**src/rtl/frame_top2_pkg.sv**
```systemverilog
// Shared types and helpers for the frame-level top-2 tracker controller.
package frame_top2_pkg;

    typedef enum logic [1:0] {
        S_IDLE   = 2'd0,
        S_ACCUM  = 2'd1,
        S_RESULT = 2'd2
    } state_t;

    // Beat counter must hold the value MAX_FRAME_LEN itself.
    function automatic int unsigned cnt_width(input int unsigned max_len);
        return $clog2(max_len + 1);
    endfunction

endpackage

```
**src/rtl/top2_tracker.sv**
```systemverilog
// Running largest / second-largest tracker over unsigned samples.
// clr has priority over en; clr together with en loads (din, 0).
module top2_tracker #(
    parameter int unsigned DATA_WIDTH = 32
) (
    input  logic                  clk,
    input  logic                  resetn,
    input  logic                  clr,
    input  logic                  en,
    input  logic [DATA_WIDTH-1:0] din,
    output logic [DATA_WIDTH-1:0] largest,
    output logic [DATA_WIDTH-1:0] second
);

    logic [DATA_WIDTH-1:0] largest_q, largest_d;
    logic [DATA_WIDTH-1:0] second_q, second_d;

    always_comb begin
        largest_d = largest_q;
        second_d  = second_q;
        if (clr) begin
            largest_d = en ? din : '0;
            second_d  = '0;
        end else if (en) begin
            // A duplicate of the current largest falls through to second.
            if (din > largest_q) begin
                largest_d = din;
                second_d  = largest_q;
            end else if (din > second_q) begin
                second_d = din;
            end
        end
    end

    always_ff @(posedge clk or negedge resetn) begin
        if (!resetn) begin
            largest_q <= '0;
            second_q  <= '0;
        end else begin
            largest_q <= largest_d;
            second_q  <= second_d;
        end
    end

    assign largest = largest_q;
    assign second  = second_q;

endmodule

```
**src/rtl/frame_top2_ctrl.sv**
```systemverilog
// Frame controller around top2_tracker: frames a valid/ready sample stream, holds the result.
// Define FRAME_TOP2_INDEX_EN to add out_largest_idx (beat index of the final largest).
module frame_top2_ctrl
    import frame_top2_pkg::*;
#(
    parameter int unsigned DATA_WIDTH    = 32,
    parameter int unsigned MAX_FRAME_LEN = 256,
    localparam int unsigned CNT_W        = cnt_width(MAX_FRAME_LEN)
) (
    input  logic                  clk,
    input  logic                  resetn,
    input  logic                  in_valid,
    output logic                  in_ready,
    input  logic [DATA_WIDTH-1:0] in_data,
    input  logic                  in_last,
    output logic                  out_valid,
    input  logic                  out_ready,
    output logic [DATA_WIDTH-1:0] out_largest,
    output logic [DATA_WIDTH-1:0] out_second,
    output logic [CNT_W-1:0]      out_count,
`ifdef FRAME_TOP2_INDEX_EN
    output logic [CNT_W-1:0]      out_largest_idx,
`endif
    output logic                  out_overflow
);

    state_t                state_q, state_d;
    logic [CNT_W-1:0]      count_q, count_d, count_inc;
    logic                  overflow_q, overflow_d;
    logic                  accept, at_max, close, capture;
    logic [DATA_WIDTH-1:0] trk_largest, trk_second;
    logic [DATA_WIDTH-1:0] res_largest_q, res_second_q;
    logic [CNT_W-1:0]      res_count_q;
    logic                  show_live;

    assign in_ready  = (state_q != S_RESULT);
    assign accept    = in_valid && in_ready;
    assign count_inc = (state_q == S_IDLE) ? CNT_W'(1) : count_q + CNT_W'(1);
    assign at_max    = (count_inc == CNT_W'(MAX_FRAME_LEN));
    assign close     = accept && (in_last || at_max);

    top2_tracker #(
        .DATA_WIDTH (DATA_WIDTH)
    ) u_tracker (
        .clk     (clk),
        .resetn  (resetn),
        .clr     (accept && (state_q == S_IDLE)),
        .en      (accept),
        .din     (in_data),
        .largest (trk_largest),
        .second  (trk_second)
    );

    always_comb begin
        state_d    = state_q;
        count_d    = count_q;
        overflow_d = overflow_q;
        capture    = 1'b0;
        unique case (state_q)
            S_IDLE, S_ACCUM: begin
                if (accept) begin
                    count_d = count_inc;
                    state_d = S_ACCUM;
                    if (close) begin
                        state_d    = S_RESULT;
                        overflow_d = !in_last;
                    end
                end
            end
            S_RESULT: begin
                if (out_ready) begin
                    state_d = S_IDLE;
                    capture = 1'b1;
                end
            end
            default: state_d = S_IDLE;
        endcase
    end

    always_ff @(posedge clk or negedge resetn) begin
        if (!resetn) begin
            state_q    <= S_IDLE;
            count_q    <= '0;
            overflow_q <= 1'b0;
        end else begin
            state_q    <= state_d;
            count_q    <= count_d;
            overflow_q <= overflow_d;
        end
    end

    // Tracker is frozen in S_RESULT; snapshot it at the handshake so outputs
    // keep their values once the next frame starts reloading the tracker.
    always_ff @(posedge clk or negedge resetn) begin
        if (!resetn) begin
            res_largest_q <= '0;
            res_second_q  <= '0;
            res_count_q   <= '0;
        end else if (capture) begin
            res_largest_q <= trk_largest;
            res_second_q  <= trk_second;
            res_count_q   <= count_q;
        end
    end

    assign show_live    = (state_q == S_RESULT);
    assign out_valid    = show_live;
    assign out_largest  = show_live ? trk_largest : res_largest_q;
    assign out_second   = show_live ? trk_second  : res_second_q;
    assign out_count    = show_live ? count_q     : res_count_q;
    assign out_overflow = overflow_q;

`ifdef FRAME_TOP2_INDEX_EN
    logic [CNT_W-1:0] idx_q, idx_d, res_idx_q;

    always_comb begin
        idx_d = idx_q;
        if (accept && (state_q == S_IDLE)) begin
            idx_d = '0;
        end else if (accept && (in_data > trk_largest)) begin
            idx_d = count_q;
        end
    end

    always_ff @(posedge clk or negedge resetn) begin
        if (!resetn) begin
            idx_q     <= '0;
            res_idx_q <= '0;
        end else begin
            idx_q <= idx_d;
            if (capture) begin
                res_idx_q <= idx_q;
            end
        end
    end

    assign out_largest_idx = show_live ? idx_q : res_idx_q;
`endif

endmodule
```
**config.mk**
```make
export PLATFORM = sky130hd
export DESIGN_NAME = frame_top2_ctrl
export DESIGN_NICKNAME = d
export VERILOG_FILES = /design/src/rtl/frame_top2_pkg.sv /design/src/rtl/top2_tracker.sv /design/src/rtl/frame_top2_ctrl.sv
export SDC_FILE = /design/constraint.sdc
export NUM_CORES = 1
export LEC_CHECK = 0
export CAP_MARGIN = 10
export CORE_AREA = 2 2 159 161
export DETAILED_ROUTE_END_ITERATION = 8
export DIE_AREA = 0 0 161 163
export PLACE_DENSITY_LB_ADDON = 0.3
export SYNTH_ARGS = -nofsm -noshare
export SYNTH_HDL_FRONTEND = slang
export SYNTH_SLANG_ARGS = --single-unit
```
**constraint.sdc**
```tcl
create_clock -name clk -period 2.3 [get_ports clk]
set_input_delay 0.46 -clock clk [delete_from_list [all_inputs] [get_ports clk]]
set_output_delay 0.46 -clock clk [all_outputs]
set_load 0.03 [all_outputs]
```
Yosys cells after proc, flatten, opt, wreduce, memory -nomap -nowiden
Index checks and enable logic that the tools add are counted. W data, S select, Z words.

Add/sub/neg operators: 1. Multiply operators: 0. Div/mod/pow operators: 0. Order comparisons: 2. Equal/unequal tests: 6. Shift operators: 0. Multiplexer cells: 18. Bitwise operators: 0. Reductions and logical operators: 15.

Operators with widths (count): $mux W32 (10); $gt A32 B32 Y1 (2); $mux W9 (2); $add A9 B1 Y9 const B (1); $eq A9 B9 Y1 const B (1); $reduce_and A2 Y1 (4); $mux W2 (3); $ne A2 B2 Y1 const B (3); $pmux W2 S2 (1); $reduce_bool A2 Y1 (2); $logic_and A1 B1 Y1 (3); $reduce_and A3 Y1 (1); $reduce_bool A3 Y1 (1); $eq A2 B1 Y1 const B (1); $eq A2 B2 Y1 const B (1); $logic_not A2 Y1 (1); $mux W1 (2); $reduce_or A2 Y1 (1); $logic_not A1 Y1 (1); $logic_or A1 B1 Y1 (1).

Bits in registers: 149. Bits in latches: 0. Bits in writable memories: 0. Memory bits (read-only): 0. Output and inout port bits: 76. Logic and storage cells: 50. Memories: 0.

Longest topological paths before layout
Gate-level depths: netlist of the first run.

Word-level depth: 8. Depth in mapped cells: 10. Gate-level depth less buffers: 9.

Modules after synthesis
A second synthesis of the first run with hierarchy kept.

Cells, all modules: 958. Area total of the unflattened synthesis: 9044.9 um^2.

By module, submodules not included: top2_tracker (times used 1, cells an instance 482, area an instance 4642.0 um^2); frame_top2_ctrl (times used 1, cells an instance 476, area an instance 4403.0 um^2).

Worst setup path before layout of the first run
OpenSTA, ideal clock, no wires.

Path kind: input port to flip-flop. Start: input in_data[21]. End: register u_tracker.largest_q[0], in the netlist u_tracker.largest[0]. Library setup time: 127 ps. Arrival: 2473 ps. Required time: 2173 ps. Setup slack: -301 ps. Cell stages on the path: 9. Path buffers: 1. Cell sequence: ha_1 -> a21o_1 -> nand3_1 -> a211oi_1 -> or4_4 -> o21ai_4 -> o21a_4 -> buf_6 -> mux2_1.

Cells in the longest elaborated chain, start to end: 3.

Ends and longest elaborated chain: start, declared (line frame_top2_ctrl.sv:14) `input logic [DATA_WIDTH-1:0] in_data,`; $gt A32 B32 Y1 (line top2_tracker.sv:26) `if (din > largest_q) begin`; $reduce_bool A2 Y1 (no line); $reduce_and A2 Y1 (no line); end signal, assigned (line top2_tracker.sv:40) `largest_q <= largest_d;`; end, declared (line top2_tracker.sv:15) `logic [DATA_WIDTH-1:0] largest_q, largest_d;`.

No other way between the ends. A chain may end at the register's enable or synchronous reset.

Worst setup path after layout of the first run
Start: register u_tracker.largest_q[25], in the netlist u_tracker.largest[25]. End: register u_tracker.largest_q[25], in the netlist u_tracker.largest[25].

Cells in the longest elaborated chain, start to end: 3.

Ends and longest elaborated chain (line): $gt A32 B32 Y1 (top2_tracker.sv:26); $reduce_bool A2 Y1 (no line); $reduce_and A2 Y1 (no line).

No other way between the ends.

==> results.txt, run 1 <==
----------------------------------------------------
[Setup path]
  Kind of critical path ... reg -> reg
  CP required ... 2.61 ns
  Element type at the critical path end ... flop
  Slack of the worst reg-to-reg path ... -0.38 ns
  Worst endpoint data arrival time ... 2.99 ns
  Startpoint type of the worst setup path ... flop
  Crit path max fanout ... 16

[Finish]
  Number of diodes ... 0
  Area delta synth->final ... 50.3%
  Count of nets after finishing ... roughly 1,200
  Final core utilization ... 0.499
  Fraction of final layout cells with drive strength greater than 1 ... 0.340

[Yosys]
  Post-synthesis instance area ... ~8000 um^2
  Post-synth EDFFs ... 0
  Asr flop ratio synth ... 1.00
  Post-synthesis instance total ... 887
  Fraction of the yosys area taken by sequential cells ... 0.455
  Synth Flop Type ... dfrtp_1
  Total number of yosys warnings ... 0
  Post-Synthesis Mean Instance Area ... 9.24 um^2
  Number of synthesized register bits ... 149
  Distinct cell type count after synthesis ... 48
  Post-synthesis net count ... 989

[CTS]
  Clock latency on the worst-skew pair ... 0.43 ns
  Number of CTS-inserted buffers ... 17
  Number of clock sinks ... 149
  Maximum clock path buffer count ... 2
  Clock-pin slew reported for the worst setup and hold paths after clock tree synthesis ... approximately 0.060 ns
  Maximum level of the CTS H-tree ... 4
  TritonCTS clock tree ... built
  Cell at the root of the clock tree ... clkbuf_16

[Timing]
  Number of setup violations in the final report ... 64
  Worst hold slack ... 0.474 ns
  Actual slew at the worst max-slew pin ... 0.524 ns
  Final-report max-slew violation count ... 0
  Number of endpoints with negative hold slack in the final report ... 0
  Fin worst setup slack ... -0.378 ns
  Final period utilization ... 1.16
  Worst setup skew after layout ... between 0.009 and 0.01 ns
  Setup Total Neg Slack ... -20.22 ns
  RSZ-0062 raised after global routing ... true
  Clock period minus worst slack ... 2.68 ns
  Normalized max-slew margin ... 0.647
  Highest clock frequency the design can meet ... about 370 MHz

[GRT]
  Vias in the first global route ... 7,122
  Wire length of the first global-routing pass ... 37,800 um
  Initial antenna violation count ... 0
  Met1 global-route usage ... 0.246
  Gr ovfl total ... 0
  Met2 track demand over resource ... 0.301
  Busiest metal layer after global routing ... met2
  Total GRT Usage ... 0.182
  Largest net degree at the start of global routing ... 95
  Met3 capacity usage during global routing ... 0.0260

[Drt]
  Antenna violation net count after detailed routing ... 0
  Final wirelength ... 23,400 um
  Remaining design rule violation count ... 0
  Routed length per placed instance ... 15.7 um
  Drt via density ... between 4 and 5
  Number of design-rule violations left by the first detailed-router iteration ... about 420
  Number of detailed-routing iterations run before antenna repair ... 5
  Vias post-DR ... 7,230

[Floorplan]
  Initial Util ... 0.332
  Total Die Area ... 26,200 um^2
  DIE HEIGHT ... approximately 160 um
  I/O pins ... approximately 110
  Core ar. ... around 25,000 um^2
  Die width ... approximately 160 um
  # rows ... 58

[Placed design]
  Number of port buffers ... around 110
  Routability congestion estimate ... just over 0.8
  Post-Place Setup Slack ... -1.13 ns
  Post-detail-place hpwl ... 16,200 um

[Run]
  Maximum Capacitance Violations ... 0

[Pwr]
  Leakage power total ... 5.96 nW
  Total power consumption of the routed design ... 15.0 mW
  Worst voltage drop across the vdd grid ... 0.589 mV
  Total power density per cell area ... 1220 nW/um^2

[Run status]
  Violations in the final reports ... setup timing
  Run status ... complete, but fails checks

[Hold path]
  HP Class ... in -> reg

----------------------------------------------------
==> timing repair <==
action,CTS,global route
endpoints found under the hold margin,7,0
hold buffers,1,0
endpoints found under the setup margin,93,90
buffers inserted,6,5
pin swaps,19,13
resized for setup,76,52
cloned,5,4
==> per-stage QoR <==
step	instance area (um^2)	std cells
after detailed placement	10900	1437
after floorplan	8440	887
final	12300	1489
after global routing	12300	1489
after CTS	12000	1480
after global placement	10900	1437
==> worst max-delay path: stages, from the launching register on <==
cell	delay, ns
dfrtp_1	0.41
inv_2	0.10
ha_4	0.20
a21o_1	0.17
nand3_1	0.06
a21oi_1	0.07
or4_4	0.58
o21ai_4	0.22
o21a_4	0.22
buf_12	0.20
mux2_4	0.32
==> registers in the layout (all words and copies together) (netlist names) <==
register and flops:
res_second_q 32, out_overflow 1, count_q 9, u_tracker.second 32
res_count_q 9, state_q 2, u_tracker.largest 32, res_largest_q 32
==> cells in the mapped netlist, types with 2 or more instances <==
| library cell | number | area (um^2) |
|---|---|---|
| clkbuf_1 | 37 | 139 |
| buf_2 | 3 | 15.0 |
| ha_1 | 65 | 813 |
| a21o_1 | 6 | 45.0 |
| a211oi_1 | 2 | 15.0 |
| mux2i_1 | 32 | 320 |
| nor4_1 | 4 | 25.0 |
| o21ai_0 | 146 | 731 |
| dfrtp_1 | 149 | 3730 |
| o21ai_1 | 2 | 10.0 |
| nand2b_1 | 3 | 18.8 |
| mux2_1 | 32 | 360 |
| mux2_2 | 10 | 113 |
| nand2_1 | 187 | 702 |
| and3_1 | 5 | 31.3 |
| buf_6 | 3 | 33.8 |
| buf_4 | 3 | 22.5 |
| nor2b_1 | 4 | 25.0 |
| nand3_1 | 10 | 50.1 |
| inv_1 | 69 | 259 |
| nor3_1 | 2 | 10.0 |
| a31oi_1 | 4 | 25.0 |
| nor2_1 | 7 | 26.3 |
| buf_1 | 3 | 11.3 |
| o31ai_1 | 4 | 30.0 |
| nand4_1 | 14 | 87.6 |
| o22ai_1 | 35 | 219 |
| a21oi_1 | 26 | 130 |
==> power by group <==
part	switching [mW]	leakage [nW]	internal, mW	total, mW
Combinational	4.03	3.72	3.75	7.79
Sequential	0.491	1.91	3.54	4.03
Clock	1.10	0.326	2.11	3.21
Total	5.62	5.96	9.41	15.0
==> kinds of logic (layout without fill, tap and decap cells) <==
| family | Yosys count | after routing | synth area share |
|---|---|---|---|
| and+or+nand+nor | 240 | 242 | 0.123 |
| AOI/OAI and AO/OA | 239 | 239 | 0.165 |
| DFF | 149 | 149 | 0.455 |
| buffers and inverters | 118 | 388 | 0.0586 |
| muxes | 74 | 74 | 0.0968 |
| adders and majority gates | 65 | 65 | 0.0993 |
| xor gates and xnor gates | 2 | 2 | 0.00214 |
==> routing by layer <==
| layer | vias up | share of wire |
|---|---|---|
| met5 | - | 0 |
| met4 | 0 | 0.017 |
| met2 | 134 | 0.48 |
| li1 | 3616 | - |
| met1 | 3454 | 0.47 |
| met3 | 26 | 0.030 |
==> path summary, 6_finish.rpt <==
kind                                        from               endpoint  cells after the start
max                        u_tracker.largest[25]  u_tracker.largest[25]                     10
max reg2reg                u_tracker.largest[25]  u_tracker.largest[25]                     10
min                                  in_data[12]  u_tracker.largest[12]                      3
max in group asynchronous                 resetn             state_q[1]                      3
min reg2reg                      res_second_q[9]        res_second_q[9]                      2
min in group asynchronous                 resetn      res_largest_q[31]                      2
==> cell type report <==
| type | count | area [um^2] |
|---|---|---|
| multi-input cells | 622 | 4610 |
| inverters | 69 | 263 |
| clock inverters | 9 | 198 |
| fillers | 2298 | 12400 |
| well taps | 330 | 413 |
| flip-flops and latches | 149 | 3730 |
| repair buffers | 288 | 2620 |
| clock buffers | 22 | 474 |
==> cell usage in the layout, fill, tap and decap left out, types with 3 or more instances in the layout <==
| master | count |
|---|---|
| o22ai_4 | 3 |
| and3_1 | 5 |
| dlymetal6s2s_1 | 3 |
| nand3_1 | 10 |
| dlygate4sd2_1 | 26 |
| a21oi_2 | 3 |
| buf_6 | 9 |
| o21ai_0 | 132 |
| clkdlybuf4s50_1 | 8 |
| nor2b_1 | 4 |
| o22ai_1 | 20 |
| o22ai_2 | 12 |
| buf_16 | 3 |
| nand4_1 | 14 |
| o21ai_1 | 16 |
| a21o_1 | 5 |
| mux2i_4 | 5 |
| inv_1 | 54 |
| a21oi_1 | 23 |
| clkbuf_16 | 20 |
| ha_4 | 16 |
| mux2_4 | 32 |
| mux2i_1 | 26 |
| nand2_1 | 186 |
| o31ai_1 | 4 |
| mux2_2 | 10 |
| bufinv_16 | 6 |
| buf_4 | 215 |
| nor2_1 | 7 |
| ha_1 | 49 |
| dfrtp_1 | 147 |
| inv_2 | 14 |
| buf_12 | 19 |
| clkbuf_8 | 3 |
(Power assumes the default switching activity.)
==> run 2, diff against run 1 <==
--- a/config.mk
+++ b/config.mk
@@ -5,7 +5,6 @@
 export SDC_FILE = /design/constraint.sdc
 export NUM_CORES = 1
 export LEC_CHECK = 0
-export CAP_MARGIN = 10
 export CORE_AREA = 2 2 159 161
 export DETAILED_ROUTE_END_ITERATION = 8
 export DIE_AREA = 0 0 161 163
==> results of run 2 <==
Final layout, timing and power as in run 1 (identical DEF).
==> run 3, diff against run 2 <==
--- a/config.mk
+++ b/config.mk
@@ -6,6 +6,7 @@
 export NUM_CORES = 1
 export LEC_CHECK = 0
 export CORE_AREA = 2 2 159 161
+export CTS_CLUSTER_DIAMETER = 40
 export DETAILED_ROUTE_END_ITERATION = 8
 export DIE_AREA = 0 0 161 163
 export PLACE_DENSITY_LB_ADDON = 0.3
==> results of run 3 <==
Final layout, timing and power as in run 1 (identical DEF).
